File: config.mk
export PLATFORM = sky130hd
export DESIGN_NAME = timer_counter
export DESIGN_NICKNAME = d
export VERILOG_FILES = /design/src/rtl/timer_pkg.sv /design/src/rtl/timer_counter.sv
export SDC_FILE = /design/constraint.sdc
export NUM_CORES = 1
export LEC_CHECK = 0
export BUFFER_PORTS_ARGS = -buffer_cell sky130_fd_sc_hd__buf_2
export CAP_MARGIN = 20
export CELL_PAD_IN_SITES_DETAIL_PLACEMENT = 2
export CELL_PAD_IN_SITES_GLOBAL_PLACEMENT = 2
export CORE_MARGIN = 2
export CORE_UTILIZATION = 34
export DETAILED_ROUTE_END_ITERATION = 6
export PLACE_DENSITY = 0.92
export SYNTH_ARGS = -nofsm -noshare
export SYNTH_HDL_FRONTEND = slang
export SYNTH_SLANG_ARGS = --single-unit
File: constraint.sdc
create_clock -name clk -period 5.2 [get_ports clk]
set_input_delay 0 -clock clk [delete_from_list [all_inputs] [get_ports clk]]
set_output_delay 0 -clock clk [all_outputs]
set_load 0.005 [all_outputs]
File: src/rtl/timer_pkg.sv
// Shared definitions for the bus-mapped down-counting timer: register offsets,
// CTRL bit positions, MODE encodings and the FSM state type.
package timer_pkg;

    localparam logic [1:0] IDX_CTRL   = 2'd0;
    localparam logic [1:0] IDX_PRESET = 2'd1;
    localparam logic [1:0] IDX_COUNT  = 2'd2;

    localparam logic [3:0] OFF_CTRL   = {IDX_CTRL,   2'b00};
    localparam logic [3:0] OFF_PRESET = {IDX_PRESET, 2'b00};
    localparam logic [3:0] OFF_COUNT  = {IDX_COUNT,  2'b00};

    localparam int CTRL_EN      = 0;
    localparam int CTRL_MODE_LO = 1;
    localparam int CTRL_MODE_HI = 2;
    localparam int CTRL_IM      = 3;
    localparam int CTRL_W       = 4;

    localparam logic [1:0] MODE_ONESHOT = 2'b00;
    localparam logic [1:0] MODE_RELOAD  = 2'b01;

    typedef enum logic [1:0] {IDLE, LOAD, CNT, INT} timer_state_e;

    // Only the exact reload encoding reloads; the reserved 1x codes act as one-shot.
    function automatic logic is_reload(input logic [1:0] mode);
        return mode == MODE_RELOAD;
    endfunction

endpackage

File: src/rtl/timer_counter.sv
// Programmable down-counting timer with one-shot and auto-reload modes,
// decoded from the bridge's broadcast bus and raising a maskable interrupt.
module timer_counter #(
    parameter logic [31:0] BASE_ADDR = 32'h0000_7F00
) (
    input  logic        clk,
    input  logic        reset_n,
    input  logic [31:0] addr,
    input  logic        we,
    input  logic [31:0] wd,
    output logic [31:0] rd,
    output logic        irq
);
    import timer_pkg::*;

    logic [CTRL_W-1:0] ctrl_q, ctrl_d;
    logic [31:0]       preset_q, preset_d;
    logic [31:0]       count_q, count_d;
    logic              pending_q, pending_d;
    timer_state_e      state_q, state_d;

    logic       sel, wr_ctrl, wr_preset;
    logic       en;
    logic [1:0] mode;
    logic       pending_set, pending_rel, en_clr;
    logic       unused_addr_bits;

    assign unused_addr_bits = ^addr[1:0];

    // The bridge does not qualify we by address, so every write is decoded here.
    assign sel       = (addr[31:4] == BASE_ADDR[31:4]) && (addr[3:2] != 2'b11);
    assign wr_ctrl   = we && sel && (addr[3:2] == IDX_CTRL);
    assign wr_preset = we && sel && (addr[3:2] == IDX_PRESET);

    assign en   = ctrl_q[CTRL_EN];
    assign mode = ctrl_q[CTRL_MODE_HI:CTRL_MODE_LO];

    always_comb begin
        state_d     = state_q;
        count_d     = count_q;
        pending_set = 1'b0;
        pending_rel = 1'b0;
        en_clr      = 1'b0;
        case (state_q)
            IDLE: begin
                if (en) state_d = LOAD;
            end
            LOAD: begin
                if (en) begin
                    count_d = preset_q;
                    state_d = CNT;
                end else begin
                    state_d = IDLE;
                end
            end
            CNT: begin
                if (!en) begin
                    state_d = IDLE;
                end else if (count_q == 32'd0) begin
                    state_d     = INT;
                    pending_set = 1'b1;
                end else begin
                    count_d = count_q - 32'd1;
                end
            end
            INT: begin
                if (is_reload(mode)) begin
                    pending_rel = 1'b1;
                    state_d     = LOAD;
                end else begin
                    en_clr  = 1'b1;
                    state_d = IDLE;
                end
            end
            default: state_d = IDLE;
        endcase
    end

    // A software CTRL write overrides both the one-shot EN clear and any pending update.
    always_comb begin
        ctrl_d = ctrl_q;
        if (wr_ctrl) begin
            ctrl_d = wd[CTRL_W-1:0];
        end else if (en_clr) begin
            ctrl_d[CTRL_EN] = 1'b0;
        end

        pending_d = pending_q;
        if (wr_ctrl) begin
            pending_d = 1'b0;
        end else if (pending_set) begin
            pending_d = 1'b1;
        end else if (pending_rel) begin
            pending_d = 1'b0;
        end

        preset_d = wr_preset ? wd : preset_q;
    end

    always_ff @(posedge clk or negedge reset_n) begin
        if (!reset_n) begin
            ctrl_q    <= '0;
            preset_q  <= '0;
            count_q   <= '0;
            pending_q <= 1'b0;
            state_q   <= IDLE;
        end else begin
            ctrl_q    <= ctrl_d;
            preset_q  <= preset_d;
            count_q   <= count_d;
            pending_q <= pending_d;
            state_q   <= state_d;
        end
    end

    always_comb begin
        rd = 32'h0;
        if (sel) begin
            case (addr[3:2])
                IDX_CTRL:   rd = {{(32-CTRL_W){1'b0}}, ctrl_q};
                IDX_PRESET: rd = preset_q;
                IDX_COUNT:  rd = count_q;
                default:    rd = 32'h0;
            endcase
        end
    end

    assign irq = pending_q & ctrl_q[CTRL_IM];

endmodule

==> impl_metrics.toml, run 1 <==
[outcome]
status = "complete, no violations"

[logic_synthesis]
ys_seq_elements = 71
synthXorXnorAreaFrac_pct = 0
netlist_instances = 452
synth_fa_ha_area_share_pct = 0.305
async_flop_share_pct = 100
synth.most_common_cell = "dfrtp_1"
yosysWarnings = 0
syn-num-nets = 520
synth_compound_area_share_pct = 22.0
synthTopCellsByArea = "dfrtp_1 43%, mux2_2 9.6%, a22oi_1 6.2%"
synthMuxAreaShare_pct = 11.1
yosys.area_share.simple_pct = 19.0
synth_common_cells = "71 x dfrtp_1, 62 x nor2_1, 46 x o21ai_0"
netlist.area_leader.share_pct = 43.4
synth-edff-count = 0
ys_types = 46
avgSynthCellArea_sq_um = 9.06
netlist_area_sq_um = 4100
synth_seq_area_share_pct = 43.4
synth_top_cell_by_area = "dfrtp_1"
synth_top_family_by_area = "compound AO/OA/AOI/OAI gates"
synth_top_flop_cell = "dfrtp_1"

[clock_tree]
cts-root-buf = "clkbuf_16"
post_cts_resized = 0
cts_made_buffers = 9
cts_buffer_depth = 2
insertion_delay_ps = 340
cts_htree_levels = 3
cts.sinks = 71
tritoncts = "built"
clk_pin_slew_ps = 60

[run]
cap_violations = 0

[timing]
relSlewSlack_pct = 28.2
period_share_pct = 69.1
max_freq_mhz = 278
fin_ws_ps = 1610
tightest_slew_ps = 1080
setup_viol = 0
whs_ps = 182
rsz0062_at_grt = "false"
fin_worst_skew_ps = 11.7
hold_viol = 0
finalSetupTns_ps = 0
slew_violations = 0
period_needed_ps = 3590

[detailed_routing]
wl_um = 15000
via_per_inst = 5.81
detail_route.wl_per_cell_um = 20.9
route.detailed.drc = 0
drtIter0Drc = 203
vias = 4159
drt-pass1-iter-count = 6
routed.top_layer = "met4"
met2_length_um = 7890
met3RoutedLength_um = 392
ant_nets = 0
drt-met1-wl_um = 6350

[power_and_ir_drop]
finalPower_mw = 1.17
pwr-share-clk_pct = 46.8
leakage_nw = 2.41
power_frac_seq_pct = 47.1
combPwrFrac_pct = 6.1
p_switching_mw = 0.266
p_sw_share_pct = 22.7
vdd_drop_max_uv = 132
p_int_mw = 0.906
p_per_area_nw_per_um2 = 223

[critical_path]
cp_cell_sequence = "inv_1 > ha_1 > nor3b_1 > nand2_1 > or4_4 > o21ai_4 > nor2_1 > a2bb2oi_1"
max_stage_delay_ps = 720
critical_path_class = "flop to flop"
ff2ff_setup_slack_ps = 1610
crit_arrival_ps = 3760
crit_fanout = 34
end_kind = "flop"
slowest_stage = "o21ai_4"
cp-start-kind = "flop"
cp.required_ps = 5370

[floorplanning]
core_area_sq_um = 11900
io_pins = 100
dieArea_sq_um = 12900
die_w_um = 114
initial_core_util_pct = 34.5
row_count = 40
die_y_um = 114

[layout]
fillers = 1262
multi_input_area_sq_um = 2160
seq_area_sq_um = 1780
area_growth_pct = 28.5
final_cells = 716
n_antenna_cell = 0
post-route-util_pct = 44.4
fin_area_sq_um = 5260
drive_above_1_share_pct = 28.6
fin_nets = 634

[global_routing]
grt_pass1_vias = 4610
overflow = 0
grt_first_pass_wirelength_um = 24600
grt_usage_pct = 24.3
grt_start_max_net_pins = 72
antenna_found_initial = 0

[placement]
dp_cells = 668
place_area_sq_um = 4680
io_buffers = 97
hpwl_um = 9690
place_ws_ps = 1640
gp_congestion = 0.802

[worst_hold_path]
hold_class = "primary input to flop"
## critical path, delay by kind of cell, from the launching register on
family	cells	cell delay, ps
adders and majority gates	1	200
DFF	1	420
and+or+nand+nor	4	1740
buffers and inverters	1	130
AOI/OAI and AO/OA	2	900
## routing by layer
metal | global-route usage [%] | up-vias
met3 | 3.61 | 31
met5 | 0 | -
met2 | 43.4 | 91
met4 | 9.92 | 0
met1 | 29.3 | 2130
li1 | - | 1907
## registers in the layout, summed over array words and instances, names as in the netlist
| register | cells |
|---|---|
| count_q | 32 |
| preset_q | 32 |
| ctrl_q | 4 |
| state_q | 2 |
| pending_q | 1 |
## layout by cell type, fill, tap and decap left out, drive strengths merged, types with 3 or more instances in the layout
cell           n
a21oi         37
a22o           3
a22oi         34
a2bb2oi        5
a31oi          4
buf          105
clkbuf        13
dfrtp         71
dlygate4sd3   33
inv            5
mux2          35
mux2i          6
nand2         20
nand3          5
nand4          4
nor2          62
nor2b          6
nor3          13
nor3b          3
nor4          14
nor4b          5
o21ai         47
o31ai          3
o32ai          3
or4            8
## final timing paths
check | startpoint | to | cells after the start
max | count_q[0]$_DFFE_PN0P_ | count_q[28]$_DFFE_PN0P_ | 8
min | we | ctrl_q[3]$_DFFE_PN0P_ | 3
max reg2reg | count_q[0]$_DFFE_PN0P_ | count_q[28]$_DFFE_PN0P_ | 8
min reg2reg | preset_q[19]$_DFFE_PN0P_ | preset_q[19]$_DFFE_PN0P_ | 1
max in group asynchronous | reset_n | preset_q[7]$_DFFE_PN0P_ | 3
min in group asynchronous | reset_n | preset_q[28]$_DFFE_PN0P_ | 3
## area by class of cell
cell class                 instances  area share, %
clock buffer                      12           4.49
sequential                        71           33.8
tap                              147           3.49
multi-input combinational        340           41.0
inverter                           5          0.357
clock inverter                     2          0.190
timing repair buffer             139           16.7
## power groups by stage
stage               clock, mW  sequential, mW  combinational (mW)
global placement            0           0.563              0.0502
floorplan                   0           0.563              0.0106
detailed placement          0           0.563              0.0522
CTS                     0.560           0.553              0.0716
global route            0.580           0.552              0.0785
finish                  0.548           0.553              0.0714
## cells by family (layout without fill, tap and decap cells)
kind of cell               after synthesis  after routing
and+or+nand+nor                        153            153
AOI/OAI and AO/OA                      145            145
DFF                                     71             71
muxes                                   41             41
buffers and inverters                   41            158
adders and majority gates                1              1
## what timing repair did
action / CTS / global route
hold buffers: 33 / 0
endpoints found under the hold margin: 107 / 0
setup buffers: 0 / 0
Power figures use the tool's default switching activity.
==> inputs of run 2 (changes only) <==
- CORE_UTILIZATION: 34 -> 32
- PLACE_DENSITY: 0.92 -> 0.88
- clock period: 5.2 -> 3.46 ns (I/O delays scaled with it)
==> run 2 against run 1 <==
Compared with the run above:
- via count grew 1.3%
- register-to-register slack lost 1100 ps
- worst setup slack lost 1100 ps
- wire length grew 0.44%
- utilization shrank 1.3 points
- count of clock-buffer cells in the layout is the same
- critical path depth shrank 1
- power grew 60%
==> impl_metrics.toml, run 2 (synthesis results as in run 1) <==
[clock_tree]
cts_htree_levels = 3
post_cts.repair.setup_buffers = 0
cts.sinks = 71
cts_buffer_depth = 2
cts-root-buf = "clkbuf_16"
insertion_delay_ps = 340
clk_pin_slew_ps = 60
cts_made_buffers = 9
tritoncts = "built"

[layout]
multi_input_area_sq_um = 2150
final_common_cell = "buf_2"
fin_area_sq_um = 5420
n_antenna_cell = 0
drive_above_1_share_pct = 30.1
post-route-util_pct = 43.1
final_cell_mix = "97 x buf_2, 71 x dfrtp_1, 61 x nor2_1"
seq_area_sq_um = 1780
area_growth_pct = 32.2
fin_nets = 643
fillers = 1369
top_regs = "count_q (32), preset_q (32), ctrl_q (4)"

[critical_path]
crit_top_cell = "or4_4"
cp_cell_sequence = "or4_1 > or4_4 > or4_4 > o21ai_4 > buf_4 > a21oi_1 > a2bb2oi_1"
end_kind = "flop"
slowest_stage = "or4_1"
cp.required_ps = 3650
crit_family = "simple AND/OR/NAND/NOR gates"
reg2reg_from = "count_q[28]$_DFFE_PN0P_"
cp-startpoint = "count_q[28]$_DFFE_PN0P_"
crit_fanout = 21
worst-path-buf-inv = 1
cp-start-kind = "flop"
crit_arrival_ps = 3180
max_stage_delay_ps = 660
critical_path_class = "flop to flop"

[global_routing]
overflow = 0
grt_first_pass_wirelength_um = 24300
antenna_found_initial = 0
grt_usage_pct = 23.3
grt_pass1_vias = 4606
grt_start_max_net_pins = 72

[detailed_routing]
vias = 4213
ant_nets = 0
wl_um = 15000
drt-pass1-iter-count = 4
via_per_inst = 5.61
drtIter0Drc = 137
route.detailed.drc = 0
detail_route.wl_per_cell_um = 20.0

[power_and_ir_drop]
leakage_nw = 2.47
p_switching_mw = 0.403
p_int_mw = 1.48
pwr-share-clk_pct = 50.1
power_frac_seq_pct = 44.1
p_sw_share_pct = 21.4
vdd_drop_max_uv = 200
p_per_area_nw_per_um2 = 348
combPwrFrac_pct = 5.7

[floorplanning]
io_pins = 100
dieArea_sq_um = 13700
initial_core_util_pct = 32.6
row_count = 41
core_area_sq_um = 12600
die_w_um = 117
die_y_um = 117

[timing]
slew_violations = 0
tightest_slew_ps = 945
fin_worst_skew_ps = 6.66
period_needed_ps = 2990
period_share_pct = 86.4
max_freq_mhz = 334
fin_ws_ps = 470
hold_viol = 0
relSlewSlack_pct = 37.0
whs_ps = 257
rsz0062_at_grt = "false"
finalSetupTns_ps = 0
setup_viol = 0

[worst_hold_path]
hold_class = "primary input to flop"
holdCritStartpoint = "we"

[placement]
place_area_sq_um = 4790
io_buffers = 97
hpwl_um = 10000
place_ws_ps = 502
gp_congestion = 0.851

[run]
cap_violations = 0

[outcome]
status = "complete, no violations"
==> run 2: changes by cell type in the layout (fill, tap and decap cells not counted), sizes merged <==
cell | before | now
buf | 105 | 115
bufinv | 0 | 1
clkbuf | 13 | 12
clkinv | 2 | 1
clkinvlp | 0 | 1
==> run 2: final cells by class <==
type / instances / share of cell area (%)
well taps: 172 / 3.97
clock inverters: 3 / 0.786
repair buffers: 148 / 17.6
flip-flops and latches: 71 / 32.8
multi-input cells: 340 / 39.8
inverters: 5 / 0.347
clock buffers: 12 / 4.74
==> run 2: power groups by stage <==
stage | Combinational, mW | Clock [mW] | Sequential, mW
floorplan | 0.0159 | 0 | 0.846
global placement | 0.0763 | 0 | 0.845
detailed placement | 0.0791 | 0 | 0.845
CTS | 0.108 | 0.969 | 0.830
global route | 0.118 | 0.997 | 0.830
finish | 0.108 | 0.944 | 0.831
==> run 2: metrics by stage <==
| stage | cells | power [mW] |
|---|---|---|
| 2_1_floorplan | 452 | 0.862 |
| 3_3_place_gp | 703 | 0.922 |
| 3_5_place_dp | 703 | 0.925 |
| 4_1_cts | 751 | 1.91 |
| 5_1_grt | 751 | 1.95 |
| 6_report | 751 | 1.88 |
==> run 2: path summary, 6_finish.rpt <==
| path | to | slack (ps) | cells past startpoint |
|---|---|---|---|
| setup / recovery | count_q[21]$_DFFE_PN0P_ | 470 | 7 |
| hold / removal | pending_q$_DFFE_PN0P_ | 260 | 4 |
| setup reg to reg | count_q[21]$_DFFE_PN0P_ | 470 | 7 |
| hold reg to reg | ctrl_q[3]$_DFFE_PN0P_ | 530 | 1 |
| max in group asynchronous | preset_q[21]$_DFFE_PN0P_ | 2420 | 3 |
| min in group asynchronous | preset_q[6]$_DFFE_PN0P_ | 430 | 3 |
==> run 2: timing repair <==
item                                   4_1_cts  5_1_grt
hold buffers                                33        0
endpoints found under the hold margin      107        0
resized for setup                            0        0
setup endpoints to repair                    0        0
==> run 2: layer usage <==
| layer | global-route usage (%) | wire length, um |
|---|---|---|
| met2 | 42.6 | 8010 |
| met1 | 27.4 | 6280 |
| met3 | 4.27 | 446 |
| met4 | 7.76 | 289 |
| met5 | 0 | 0 |
==> run 2: worst min-delay path: stages <==
cell and delay (ps):
buf_2 120, nor4b_1 150, buf_4 170, nor2_1 110
==> inputs of run 3 (changes only) <==
- ABC_AREA: default -> 1
- CORE_MARGIN: 2 -> 10
- CORE_UTILIZATION: 32 -> 29
==> run 3 against run 2 <==
Compared with the run above:
- global-route usage fell by 1.1 points
- sequential cell count did not move
- worst setup slack improved by 660 ps
- combinational power rose by 26%
- utilization fell by 5.2 points
- critical endpoint is now count_q[0]$_DFFE_PN0P_
- non-clock buffer count fell by 7
- die area rose by 59%
- final cell count rose by 43%
- final area rose by 12%
==> impl_metrics.toml, run 3 <==
[detailed_routing]
ant_nets = 0
route.detailed.drc = 0
detail_route.wl_per_cell_um = 22.6
wl_um = 24300
drtIter0Drc = 382
drt-pass1-iter-count = 5
vias = 5803
via_per_inst = 5.40

[placement]
io_buffers = 97
gp_congestion = 0.841
hpwl_um = 14500
place_area_sq_um = 5410

[critical_path]
crit_arrival_ps = 2530
cp.required_ps = 3660
end_kind = "flop"
cp-start-kind = "flop"
critical_path_class = "flop to flop"
crit_fanout = 34

[clock_tree]
cts_htree_levels = 3
cts_made_buffers = 9
postCtsHoldBufs = 33
clk_pin_slew_ps = 60
cts_buffer_depth = 2
tritoncts = "built"
post_cts_resized = 0
cts-root-buf = "clkbuf_16"
insertion_delay_ps = 360
cts.sinks = 71
post_cts.repair.setup_buffers = 0

[layout]
fin_area_sq_um = 6040
area_growth_pct = 27.5
final_cell_mix = "308 x nand2_1, 97 x buf_2, 71 x dfrtp_1"
top_regs = "count_q (32), preset_q (32), ctrl_q (4)"
fin_nets = 919
drive_above_1_share_pct = 17.1
final_common_cell = "nand2_1"
fillers = 1908

[logic_synthesis]
netlist_area_sq_um = 4740
ys_seq_elements = 71
synth.most_common_cell = "nand2_1"
synthMuxAreaShare_pct = 0.634
avgSynthCellArea_sq_um = 6.46
yosysWarnings = 0
synth_top_family_by_area = "simple AND/OR/NAND/NOR gates"
synthXorXnorAreaFrac_pct = 0.739
yosys.area_share.simple_pct = 45.0
synthTopCellsByArea = "dfrtp_1 37%, nand2_1 24%, nor2_1 5.9%"
synth_seq_area_share_pct = 37.5
synth_top_flop_cell = "dfrtp_1"
synth_top_cell_by_area = "dfrtp_1"
netlist_instances = 734
ys_types = 30
syn-num-nets = 802
netlist.area_leader.share_pct = 37.5
synth-edff-count = 0
synth_fa_ha_area_share_pct = 0.264
async_flop_share_pct = 100
synth_compound_area_share_pct = 8.08
synth_common_cells = "308 x nand2_1, 74 x nor2_1, 71 x dfrtp_1"

[global_routing]
grt_pass1_vias = 6649
grt_first_pass_wirelength_um = 38400
overflow = 0
grt_usage_pct = 22.2
antenna_found_initial = 2
grt_start_max_net_pins = 41

[timing]
setup_viol = 0
period_share_pct = 67.4
tightest_slew_ps = 1040
finalSetupTns_ps = 0
hold_viol = 0
fin_worst_skew_ps = 12.3
rsz0062_at_grt = "false"
slew_violations = 0
period_needed_ps = 2330
max_freq_mhz = 429
relSlewSlack_pct = 30.9

[power_and_ir_drop]
p_int_mw = 1.41
p_sw_share_pct = 25.4
vdd_drop_max_uv = 381
combPwrFrac_pct = 7.2
p_per_area_nw_per_um2 = 314
power_frac_seq_pct = 43.8
p_switching_mw = 0.482
leakage_nw = 3.16
pwr-share-clk_pct = 49.1

[floorplanning]
core_area_sq_um = 15900
dieArea_sq_um = 21900
row_count = 46
die_y_um = 148
die_w_um = 148
initial_core_util_pct = 29.7
io_pins = 100

[worst_hold_path]
hold_class = "primary input to flop"

[run]
cap_violations = 0

[outcome]
status = "complete, no violations"
run 3: cell count changes in the layout (fill, tap and decap cells not counted), sizes merged, moves of 7 or more:
| cell | delta |
|---|---|
| nand2 | +292 |
| inv | +44 |
| nand3 | +44 |
| nand4 | +38 |
| mux2 | -35 |
| a22oi | -34 |
| o21ai | -25 |
| nor2 | +22 |
| nor4 | -14 |
| nor3 | -9 |
| or4 | -8 |
| buf | -7 |
run 3: final cells by class:
| type | instances | area (sq um) | share of cell area [%] |
|---|---|---|---|
| sequential | 71 | 1780 | 29.4 |
| timing repair buffer | 141 | 918 | 15.2 |
| antenna | 2 | 5.00 | 0.0828 |
| tap | 216 | 270 | 4.47 |
| clock buffer | 13 | 260 | 4.31 |
| multi-input combinational | 579 | 2610 | 43.2 |
| clock inverter | 3 | 17.5 | 0.290 |
| inverter | 49 | 184 | 3.04 |
run 3: logic make-up (layout without fill, tap and decap cells):
kind of cell	after synthesis	in the layout
other cells	0	2
compound gates	70	70
fa+ha+maj	1	1
simple gates	501	501
flops	71	71
mux	3	3
xor+xnor	4	4
buf+inv	84	206
run 3: worst paths after layout:
path / start / slack [ps] / cells past startpoint / endpoint
max: count_q[0]$_DFFE_PN0P_ / 1130 / 11 / count_q[0]$_DFFE_PN0P_
max reg2reg: count_q[0]$_DFFE_PN0P_ / 1130 / 11 / count_q[0]$_DFFE_PN0P_
min reg2reg: preset_q[2]$_DFFE_PN0P_ / 530 / 2 / preset_q[2]$_DFFE_PN0P_
min: addr[2] / 150 / 4 / ctrl_q[2]$_DFFE_PN0P_
max in group asynchronous: reset_n / 2370 / 3 / count_q[4]$_DFFE_PN0P_
min in group asynchronous: reset_n / 360 / 2 / count_q[30]$_DFFE_PN0P_
run 3: critical path: stages, from the launching register on:
cell	delay, ps
dfrtp_1	420
inv_1	140
ha_1	290
nand2_2	110
nor2_2	110
nand2_1	100
nor2_4	180
nand3_2	100
nand2_2	160
inv_2	290
nand2_1	180
o21ai_1	90
run 3: power by group through the flow:
stage | Clock, mW | Combinational (mW) | Sequential, mW
finish | 0.930 | 0.136 | 0.830
detailed placement | 0 | 0.0981 | 0.845
global route | 0.972 | 0.146 | 0.830
global placement | 0 | 0.0939 | 0.845
CTS | 0.908 | 0.127 | 0.830
floorplan | 0 | 0.0271 | 0.846
run 3: routing by layer:
metal  share of wire (%)  vias to the layer above  routed length [um]  global-route usage, %
met5                   0                        -                   0                      0
met4                 2.5                        0                 596                   8.13
met3                 4.6                       49                1110                   4.55
met2                  52                      190               12700                   40.2
met1                  41                     2972                9870                   25.1
li1                    -                     2592                   -                      -
run 3: through the flow:
step | utilization (%) | cells | worst slack (ps) | hold slack [ps] | total power [mW]
2_1_floorplan | - | 734 | 1780 | -296 | 0.873
4_1_cts | 37.8 | 1071 | 1190 | 119 | 1.87
5_1_grt | 37.9 | 1074 | 927 | 194 | 1.95
3_5_place_dp | 34.0 | 1022 | 1260 | 214 | 0.944
6_report | 37.9 | 1074 | 1130 | 150 | 1.90
3_3_place_gp | 34.0 | 1022 | 1340 | 208 | 0.939
